==> src/rtl/nonce_header_builder_if.sv <==
// Header-field, control and message-handshake bundle for nonce_header_builder.
// msg_valid/msg_ready: a message transfers on a rising edge where both are high; while
// msg_valid is high and msg_ready is low, message and nonce_out hold their values.
interface nonce_header_builder_if;
  logic          start;
  logic          abort;
  logic [31:0]   version;
  logic [255:0]  prev_hash;
  logic [255:0]  merkle_root;
  logic [31:0]   time_stamp;
  logic [31:0]   bits;
  logic [31:0]   nonce_start;
  logic [31:0]   nonce_end;
  logic [1023:0] message;
  logic          msg_valid;
  logic          msg_ready;
  logic [31:0]   nonce_out;
  logic          busy;
  logic          done;

  modport master (
    output start, abort, version, prev_hash, merkle_root, time_stamp, bits,
           nonce_start, nonce_end, msg_ready,
    input  message, msg_valid, nonce_out, busy, done
  );

  modport slave (
    input  start, abort, version, prev_hash, merkle_root, time_stamp, bits,
           nonce_start, nonce_end, msg_ready,
    output message, msg_valid, nonce_out, busy, done
  );
endinterface

==> src/rtl/nonce_header_builder.sv <==
// Latches a block header, walks the nonce range and emits one padded 1024-bit message per nonce.
// Optional macro BYTE_SWAP_EN: place header fields in little-endian wire byte order.
module nonce_header_builder #(
  parameter logic [31:0] NONCE_STEP   = 32'd1,
  parameter int unsigned MSG_LEN_BITS = 640
) (
  input  logic                   clk,
  input  logic                   rst,
  nonce_header_builder_if.slave  bus,
  output logic [2:0]             o_dbg_state
);

  typedef enum logic [2:0] {
    S_IDLE    = 3'd0,
    S_LOAD    = 3'd1,
    S_PRESENT = 3'd2,
    S_ADVANCE = 3'd3,
    S_FINISH  = 3'd4
  } state_t;

  localparam logic [63:0] LEN_FIELD = 64'(MSG_LEN_BITS);

  state_t         r_state;
  state_t         w_state_next;

  logic [31:0]    r_version;
  logic [255:0]   r_prev_hash;
  logic [255:0]   r_merkle_root;
  logic [31:0]    r_time_stamp;
  logic [31:0]    r_bits;
  logic [31:0]    r_nonce_end;
  logic [31:0]    r_nonce;

  logic [1023:0]  r_message;
  logic           r_msg_valid;
  logic [31:0]    r_nonce_out;

  logic           w_accept;
  logic           w_last;
  logic [1023:0]  w_message;

`ifdef BYTE_SWAP_EN
  function automatic logic [31:0] bswap32(input logic [31:0] x);
    return {x[7:0], x[15:8], x[23:16], x[31:24]};
  endfunction

  function automatic logic [255:0] bswap256(input logic [255:0] x);
    logic [255:0] y;
    for (int i = 0; i < 32; i++) begin
      y[8*i +: 8] = x[8*(31-i) +: 8];
    end
    return y;
  endfunction

  assign w_message = {bswap32(r_version), bswap256(r_prev_hash), bswap256(r_merkle_root),
                      bswap32(r_time_stamp), bswap32(r_bits), bswap32(r_nonce),
                      1'b1, 319'b0, LEN_FIELD};
`else
  assign w_message = {r_version, r_prev_hash, r_merkle_root, r_time_stamp, r_bits, r_nonce,
                      1'b1, 319'b0, LEN_FIELD};
`endif

  assign w_accept = r_msg_valid && bus.msg_ready;
  // Remaining distance to the end, modulo 2^32, makes wrapped ranges work unchanged.
  assign w_last   = (r_nonce_end - r_nonce) < NONCE_STEP;

  always_ff @(posedge clk) begin
    if (rst) begin
      r_state <= S_IDLE;
    end else begin
      r_state <= w_state_next;
    end
  end

  always_comb begin
    w_state_next = r_state;
    unique case (r_state)
      S_IDLE: begin
        if (bus.start) w_state_next = S_LOAD;
      end
      S_LOAD: begin
        w_state_next = bus.abort ? S_FINISH : S_PRESENT;
      end
      S_PRESENT: begin
        if (bus.abort) begin
          w_state_next = S_FINISH;
        end else if (w_accept) begin
          w_state_next = w_last ? S_FINISH : S_ADVANCE;
        end
      end
      S_ADVANCE: begin
        w_state_next = bus.abort ? S_FINISH : S_LOAD;
      end
      S_FINISH: begin
        w_state_next = S_IDLE;
      end
      default: begin
        w_state_next = S_IDLE;
      end
    endcase
  end

  always_ff @(posedge clk) begin
    if (rst) begin
      r_version     <= '0;
      r_prev_hash   <= '0;
      r_merkle_root <= '0;
      r_time_stamp  <= '0;
      r_bits        <= '0;
      r_nonce_end   <= '0;
      r_nonce       <= '0;
      r_message     <= '0;
      r_msg_valid   <= 1'b0;
      r_nonce_out   <= '0;
    end else begin
      if (r_state == S_IDLE && bus.start) begin
        r_version     <= bus.version;
        r_prev_hash   <= bus.prev_hash;
        r_merkle_root <= bus.merkle_root;
        r_time_stamp  <= bus.time_stamp;
        r_bits        <= bus.bits;
        r_nonce_end   <= bus.nonce_end;
        r_nonce       <= bus.nonce_start;
      end
      if (r_state == S_ADVANCE) begin
        r_nonce <= r_nonce + NONCE_STEP;
      end
      if (r_state == S_LOAD && w_state_next == S_PRESENT) begin
        r_message   <= w_message;
        r_nonce_out <= r_nonce;
      end
      // Valid tracks PRESENT exactly, so an abort or accept drops it on the following edge.
      r_msg_valid <= (w_state_next == S_PRESENT);
    end
  end

  assign bus.message   = r_message;
  assign bus.msg_valid = r_msg_valid;
  assign bus.nonce_out = r_nonce_out;
  assign bus.busy      = (r_state != S_IDLE);
  assign bus.done      = (r_state == S_FINISH);
  assign o_dbg_state   = r_state;

endmodule

==> src/flat_wrapper.sv <==
// flat-port wrapper written by rule: the top's interface ports become plain ports
module nonce_header_builder_flat 
#(
  parameter logic [31:0] NONCE_STEP   = 32'd1,
  parameter int unsigned MSG_LEN_BITS = 640
)
  (clk, rst, o_dbg_state, bus_start, bus_abort, bus_version, bus_prev_hash, bus_merkle_root, bus_time_stamp, bus_bits, bus_nonce_start, bus_nonce_end, bus_msg_ready, bus_message, bus_msg_valid, bus_nonce_out, bus_busy, bus_done);
  nonce_header_builder_if bus_i ();
  input  logic clk;
  input  logic rst;
  output logic [2:0] o_dbg_state;
  input wire logic [$bits(bus_i.start)-1:0] bus_start;
  input wire logic [$bits(bus_i.abort)-1:0] bus_abort;
  input wire logic [$bits(bus_i.version)-1:0] bus_version;
  input wire logic [$bits(bus_i.prev_hash)-1:0] bus_prev_hash;
  input wire logic [$bits(bus_i.merkle_root)-1:0] bus_merkle_root;
  input wire logic [$bits(bus_i.time_stamp)-1:0] bus_time_stamp;
  input wire logic [$bits(bus_i.bits)-1:0] bus_bits;
  input wire logic [$bits(bus_i.nonce_start)-1:0] bus_nonce_start;
  input wire logic [$bits(bus_i.nonce_end)-1:0] bus_nonce_end;
  input wire logic [$bits(bus_i.msg_ready)-1:0] bus_msg_ready;
  output wire logic [$bits(bus_i.message)-1:0] bus_message;
  output wire logic [$bits(bus_i.msg_valid)-1:0] bus_msg_valid;
  output wire logic [$bits(bus_i.nonce_out)-1:0] bus_nonce_out;
  output wire logic [$bits(bus_i.busy)-1:0] bus_busy;
  output wire logic [$bits(bus_i.done)-1:0] bus_done;
  assign bus_i.start = bus_start;
  assign bus_i.abort = bus_abort;
  assign bus_i.version = bus_version;
  assign bus_i.prev_hash = bus_prev_hash;
  assign bus_i.merkle_root = bus_merkle_root;
  assign bus_i.time_stamp = bus_time_stamp;
  assign bus_i.bits = bus_bits;
  assign bus_i.nonce_start = bus_nonce_start;
  assign bus_i.nonce_end = bus_nonce_end;
  assign bus_i.msg_ready = bus_msg_ready;
  assign bus_message = bus_i.message;
  assign bus_msg_valid = bus_i.msg_valid;
  assign bus_nonce_out = bus_i.nonce_out;
  assign bus_busy = bus_i.busy;
  assign bus_done = bus_i.done;
  nonce_header_builder #(.NONCE_STEP(NONCE_STEP), .MSG_LEN_BITS(MSG_LEN_BITS)) u_core (.clk(clk), .rst(rst), .bus(bus_i), .o_dbg_state(o_dbg_state));
endmodule
==> config.mk <==
export PLATFORM = sky130hd
export DESIGN_NAME = nonce_header_builder_flat
export DESIGN_NICKNAME = d
export VERILOG_FILES = /design/src/rtl/nonce_header_builder_if.sv /design/src/rtl/nonce_header_builder.sv /design/src/flat_wrapper.sv
export SDC_FILE = /design/constraint.sdc
export NUM_CORES = 2
export LEC_CHECK = 0
export CAP_MARGIN = 20
export CELL_PAD_IN_SITES_DETAIL_PLACEMENT = 1
export CELL_PAD_IN_SITES_GLOBAL_PLACEMENT = 1
export CORE_AREA = 2 2 679 681
export DETAILED_ROUTE_END_ITERATION = 8
export DIE_AREA = 0 0 681 683
export PLACE_DENSITY_LB_ADDON = 0.1
export SYNTH_ARGS = -nofsm -noshare
export SYNTH_HDL_FRONTEND = slang
export SYNTH_SLANG_ARGS = --single-unit
==> constraint.sdc <==
create_clock -name clk -period 3.68 [get_ports clk]
set_input_delay 0.736 -clock clk [delete_from_list [all_inputs] [get_ports clk]]
set_output_delay 0.736 -clock clk [all_outputs]
set_load 0.01 [all_outputs]
==> Word-level counts from Yosys, hierarchy flattened <==
Cells that the tools add are included.
{ "op_classes": {"add_sub_neg": 2, "multipliers": 0, "div": 0, "order_cmp": 1, "eq_ne": 5, "shift": 0, "mux": 9, "bitwise_logic": 0, "n_reduce_logical": 6} }
{ "ops": {"columns": ["cell", "n"], "rows": [
  ["$mux 32", 2],
  ["$add 32x1->32 const B", 1],
  ["$lt 32x1->1 const B", 1],
  ["$sub 32x32->32", 1],
  ["$mux 3", 6],
  ["$pmux 3 s4", 1],
  ["$eq 3x2->1 const B", 3],
  ["$eq 3x1->1 const B", 1],
  ["$eq 3x3->1 const B", 1],
  ["$logic_and 1x1->1", 3],
  ["$logic_not 3->1", 1],
  ["$reduce_bool 3->1", 1],
  ["$reduce_bool 2->1", 1]
]} }
{ "totals": {"register_bits": 1351, "latchBits": 0, "ramBits": 0, "romBits": 0, "input_bits": 677, "output_inout_bits": 1062, "elab_cells": 34, "mem_count": 0} }

==> Depth between registers and ports, before layout <==
{ "depth": {"ltp_word": 8, "depth_mapped": 14, "ltp_nobuf": 14} }

==> Worst setup path after synthesis <==
OpenSTA, ideal clock, no wires.
{ "synth_timing": {"kind": "reg-to-reg", "startpoint": "reg u_core.r_nonce[0]", "endpoint": "reg u_core.r_state[0], in the netlist u_core.o_dbg_state[0]", "setup_ns": 0.121, "arrival_ns": 2.928, "required_time_ns": 3.559, "setup_slack_ns": 0.631, "path_stages_with_launch": 14, "n_path_buf": 0, "period_less_slack_ns": 3.049, "path_cell_list": "dfxtp_1 ha_1 inv_1 fa_1 a211oi_1 o21ai_0 a31o_2 o22ai_1 a21oi_1 mux2_2 nor4_1 nand4_1 o2111ai_1 nand2_1"} }
{ "synth_between": {"elab_chain_cells": 6} }
{ "synth_rtl": {"columns": ["item", "line_no", "source"], "rows": [
  ["start, declared", "nonce_header_builder.sv:32", "logic [31:0] r_nonce;"],
  ["start signal, assigned", "nonce_header_builder.sv:123", "r_nonce <= bus.nonce_start;"],
  ["start signal, assigned", "nonce_header_builder.sv:126", "r_nonce <= r_nonce + NONCE_STEP;"],
  ["$sub 32x32->32", "nonce_header_builder.sv:65", "assign w_last = (r_nonce_end - r_nonce) < NONCE_STEP;"],
  ["$lt 32x1->1", "nonce_header_builder.sv:65", null],
  ["$mux 3", "nonce_header_builder.sv:88", "w_state_next = w_last ? S_FINISH : S_ADVANCE;"],
  ["$mux 3", "nonce_header_builder.sv:87", "end else if (w_accept) begin"],
  ["$mux 3", "nonce_header_builder.sv:85", "if (bus.abort) begin"],
  ["$pmux 3 s4", "nonce_header_builder.sv:77", "unique case (r_state)"],
  ["end signal, assigned", "nonce_header_builder.sv:71", "r_state <= w_state_next;"],
  ["end, declared", "nonce_header_builder.sv:23", "state_t r_state;"]
]} }
No other way between the ends.
A chain may end at the register's enable or synchronous reset.

==> Worst setup path after layout <==
{ "layout_timing": {"startpoint": "reg u_core.r_nonce[3]", "endpoint": "reg u_core.r_state[0], in the netlist u_core.o_dbg_state[0]"} }
Same word-level chain as after synthesis.

==> results.md <==
- Result of the run: complete, no violations
- Growth of design area from synthesis to finish: 52.7%
- Mean area per synthesized cell: 7.70 µm²
- Full die area: 0.465 mm²
- Share of flip-flops with an asynchronous set or reset: 0%
- Critical Path Fanout Max: 9
- TritonCTS clock tree: done
- Largest area contributor in the netlist: sky130_fd_sc_hd__dfxtp_1
- Transition time at the pin with the least slew margin: 950 ps
- Type of the most critical hold path: primary input to register
- Effective utilization at floorplan: 11.0%
- Clock latency at the later pin of the worst-skew pair: 880 ps
- Final slew viol count: 0
- Critical path capture point type: register
- Switching part of the total: 28.1%
- Final routed wire length divided by cell count: 22.7 µm
- Routability Congestion: 0.789
- Adder-cell share of the synthesized area: 0.834%
- Synthesized-area fraction occupied by xor and xnor cells: 0.261%
- Path depth of the worst reg2reg path: 13
- Post-layout instance count excluding filler cells: 14160
- Number of standard-cell rows in the floorplan: 249
- Clock period minus final worst setup slack: 3460 ps
- Total global routing overflow: 0
- Switching power summed over all nets: 10.9 mW
- Cell Pwr Density: 504 mW/mm²
- Estimated wirelength of the detail-placed design: 246000 µm
- Share of the synthesized area in the top cell type: 52.3%
- Worst Min Path Start: bus_merkle_root[238]
- Multi-input logic area: 0.0206 mm²
- Level count of the clock H-tree: 4
- Placed Cells: 13769
- Fill cell total of the finished layout: 53982
- Fmax: 289 MHz
- Number of flops mapped to enable cells by yosys: 0
- Worst hold path stage count: 3
- CTS clk-pin slew, worst paths: 60 ps
- Share of final-layout standard cells stronger than drive strength 1: 6.61%
- Most used standard cell by instance count after synthesis: sky130_fd_sc_hd__nand2_1
- Worst reg2reg path endpoint: u_core.o_dbg_state[0]
- Clock Path Buffers: 4
- Mapped Area: 0.0504 mm²
- Clock network fraction of total power: 48.6%
- Number of cells produced by synthesis: 6547
- Avg Vias per Cell: 3.42
- Via count of the first global-routing pass: 50192
- Critical register-to-register path startpoint: u_core.r_nonce[3]
- Ranking of synthesized cells by area: sky130_fd_sc_hd__dfxtp_1, sky130_fd_sc_hd__nand2_1, sky130_fd_sc_hd__a21oi_1
- Kind of start point of the critical path: register
- Number of buffers added on ports: 1357
- Number of sinks driven by the clock tree: 1317
- GRT Overall Usage: 13.2%
- Routed Wire Length: 322000 µm
- Tcrit/Tclk final: 94.1%
- Final #Nets: 8523
- Standard cell area after detailed placement: 0.0705 mm²
- TritonCTS buffer count: 191
- First-pass GRT wire length: 430000 µm
- Leakage power figure: 26.4 nW
- Number of flip-flops and latches in the synthesized netlist: 1317
- Number of buffers inserted to repair setup after CTS: 0
- Relative max-transition margin: 36.7%
- Number of maximum-capacitance constraint violations: 0
- Crit path required time: 4430 ps
- Simple-Gate Fraction of Synth Area: 21.3%
- Final worst clock skew: 57.4 ps
- Final core utilization: 16.8%
- CTS Root Buffer Type: sky130_fd_sc_hd__clkbuf_16
- Pin count of the biggest net entering global routing: 101
- 1st-pass router iterations: 4
- Total Power: 38.8 mW
- Most frequently used flop master after synthesis: sky130_fd_sc_hd__dfxtp_1
- YS warnings: 0
- Violation count after the first detailed-route iteration: 1656
- Total vias in the final route: 48467
- Leading cell types by count after synthesis: sky130_fd_sc_hd__nand2_1, sky130_fd_sc_hd__a21oi_1, sky130_fd_sc_hd__dfxtp_1, sky130_fd_sc_hd__clkbuf_1, sky130_fd_sc_hd__buf_4
- RSZ-0062 raised after global routing: no
- Setup CP Type: register to register
- Die span in y: 683 µm
- Design internal power: 27.9 mW
- Sequential area share after synthesis: 52.3%
- Count of endpoints failing setup in the final report: 0
- Signal arrival time at the worst endpoint: 4210 ps
- Reg power frac: 39.4%
- DRC violations left: 0
- Summed negative setup slack over all endpoints: 0 ps
- Storage cell area: 0.0264 mm²
- Main combinational cell family by area after synthesis: simple AND/OR/NAND/NOR gates
- Final Hold Fails: 0
- Initial antenna violation count: 174
- Worst IR Drop VDD: 311 µV
- Area of all placed cells without fillers: 0.0770 mm²
- Hold-fix buffer count after cts: 0
- DRT antenna net count: 0
- Relative contribution of combinational cells to total power: 12.0%
- Portion of netlist area occupied by mux cells: 0.141%
- # IOs: 1739
- Core area: 0.458 mm²
- Complex-gate fraction of the synthesized area: 15.3%
- Register-to-register setup slack: 220 ps
- Distinct cells, synth: 70
- Width of the die: 681 µm
- Hold Crit Endpoint: u_core.r_merkle_root[238]
-- kinds of logic after synthesis --
family	count (synthesis)
AO/OA/AOI/OAI	1482
XOR/XNOR	15
adder cells (fa/ha/maj)	33
buffers and inverters	906
flip-flops	1317
multiplexers	7
other	1
AND/OR/NAND/NOR	2786
-- sequential cells by signal, indices dropped and copies added, names as in the netlist --
name                  count
u_core.bus.nonce_out     31
u_core.r_merkle_root    256
u_core.r_nonce           32
u_core.r_time_stamp      32
u_core.bus.message      610
u_core.r_nonce_end       32
u_core.r_version         32
u_core.r_prev_hash      256
u_core.r_bits            32
u_core.bus.msg_valid      1
u_core.o_dbg_state        3
-- metrics by stage --
stage | hold slack, ps | setup slack, ps
2_1_floorplan | 432 | 631
3_3_place_gp | 436 | -216
3_5_place_dp | 445 | -98.6
4_1_cts | 248 | 16.4
5_1_grt | 323 | 24.0
6_report | 386 | 216
-- power groups by stage --
stage | Sequential, mW | Clock, mW | Combinational [mW]
after global placement | 15.6 | 0 | 4.77
after detailed placement | 15.6 | 0 | 4.77
after floorplan | 15.5 | 0 | 2.45
after global routing | 15.3 | 20.3 | 5.17
final | 15.3 | 18.9 | 4.65
after CTS | 15.3 | 19.9 | 4.80
-- worst max-delay path by stage --
stage	end	slack (ps)	start	cells after the start
after global routing	u_core.o_dbg_state[1]	20	u_core.r_nonce[17]	13
after CTS	u_core.o_dbg_state[0]	20	u_core.r_nonce[6]	13
after floorplan	u_core.o_dbg_state[0]	630	u_core.r_nonce[0]	13
after detailed placement	u_core.o_dbg_state[0]	-100	u_core.r_nonce[3]	12
final	u_core.o_dbg_state[0]	220	u_core.r_nonce[3]	13
after global placement	u_core.o_dbg_state[0]	-220	u_core.r_nonce_end[0]	15
-- what timing repair did --
| item | 4_1_cts | 5_1_grt |
|---|---|---|
| resized for setup | 3 | 12 |
| pin swaps | 0 | 2 |
| endpoints found under the setup margin | 3 | 3 |
-- metal layers --
layer  vias to the layer above  track usage [%]  wire [µm]
li1                      23062                -          -
met1                     23408             14.5     124000
met2                      1377             23.1     159000
met3                       512             5.05      27400
met4                       108             4.64      10700
met5                         -                0        705
-- placed cells by master (no fill, tap or decap), types with 44 or more instances in the layout --
master and instances:
sky130_fd_sc_hd__buf_12 54, sky130_fd_sc_hd__clkbuf_16 196, sky130_fd_sc_hd__clkbuf_8 49, sky130_fd_sc_hd__clkdlybuf4s50_1 1356, sky130_fd_sc_hd__nand2_1 2630, sky130_fd_sc_hd__nor2_1 48
sky130_fd_sc_hd__buf_4 149, sky130_fd_sc_hd__clkbuf_1 44, sky130_fd_sc_hd__a21oi_1 1341, sky130_fd_sc_hd__conb_1 381, sky130_fd_sc_hd__diode_2 55, sky130_fd_sc_hd__dfxtp_1 1317
-- cell type report --
type / count / area share (%)
flip-flops and latches: 1317 / 34.3
well taps: 6149 / 10.0
clock buffers: 289 / 7.46
repair buffers: 1560 / 20.5
inverters: 39 / 0.190
multi-input cells: 4704 / 26.7
clock inverters: 47 / 0.662
diodes: 55 / 0.179
-- worst max-delay path, cell delays in order (launching register included) --
cell	delay [ps]
sky130_fd_sc_hd__dfxtp_1	330
sky130_fd_sc_hd__inv_1	100
sky130_fd_sc_hd__ha_2	420
sky130_fd_sc_hd__a21o_1	150
sky130_fd_sc_hd__a21oi_2	90
sky130_fd_sc_hd__a2111o_1	550
sky130_fd_sc_hd__a31oi_4	300
sky130_fd_sc_hd__mux2i_1	140
sky130_fd_sc_hd__a2111oi_2	360
sky130_fd_sc_hd__buf_4	160
sky130_fd_sc_hd__nor4b_2	210
sky130_fd_sc_hd__nand4_1	240
sky130_fd_sc_hd__o2111ai_2	230
sky130_fd_sc_hd__nand2_1	70
Power figures use the tool's default switching activity.
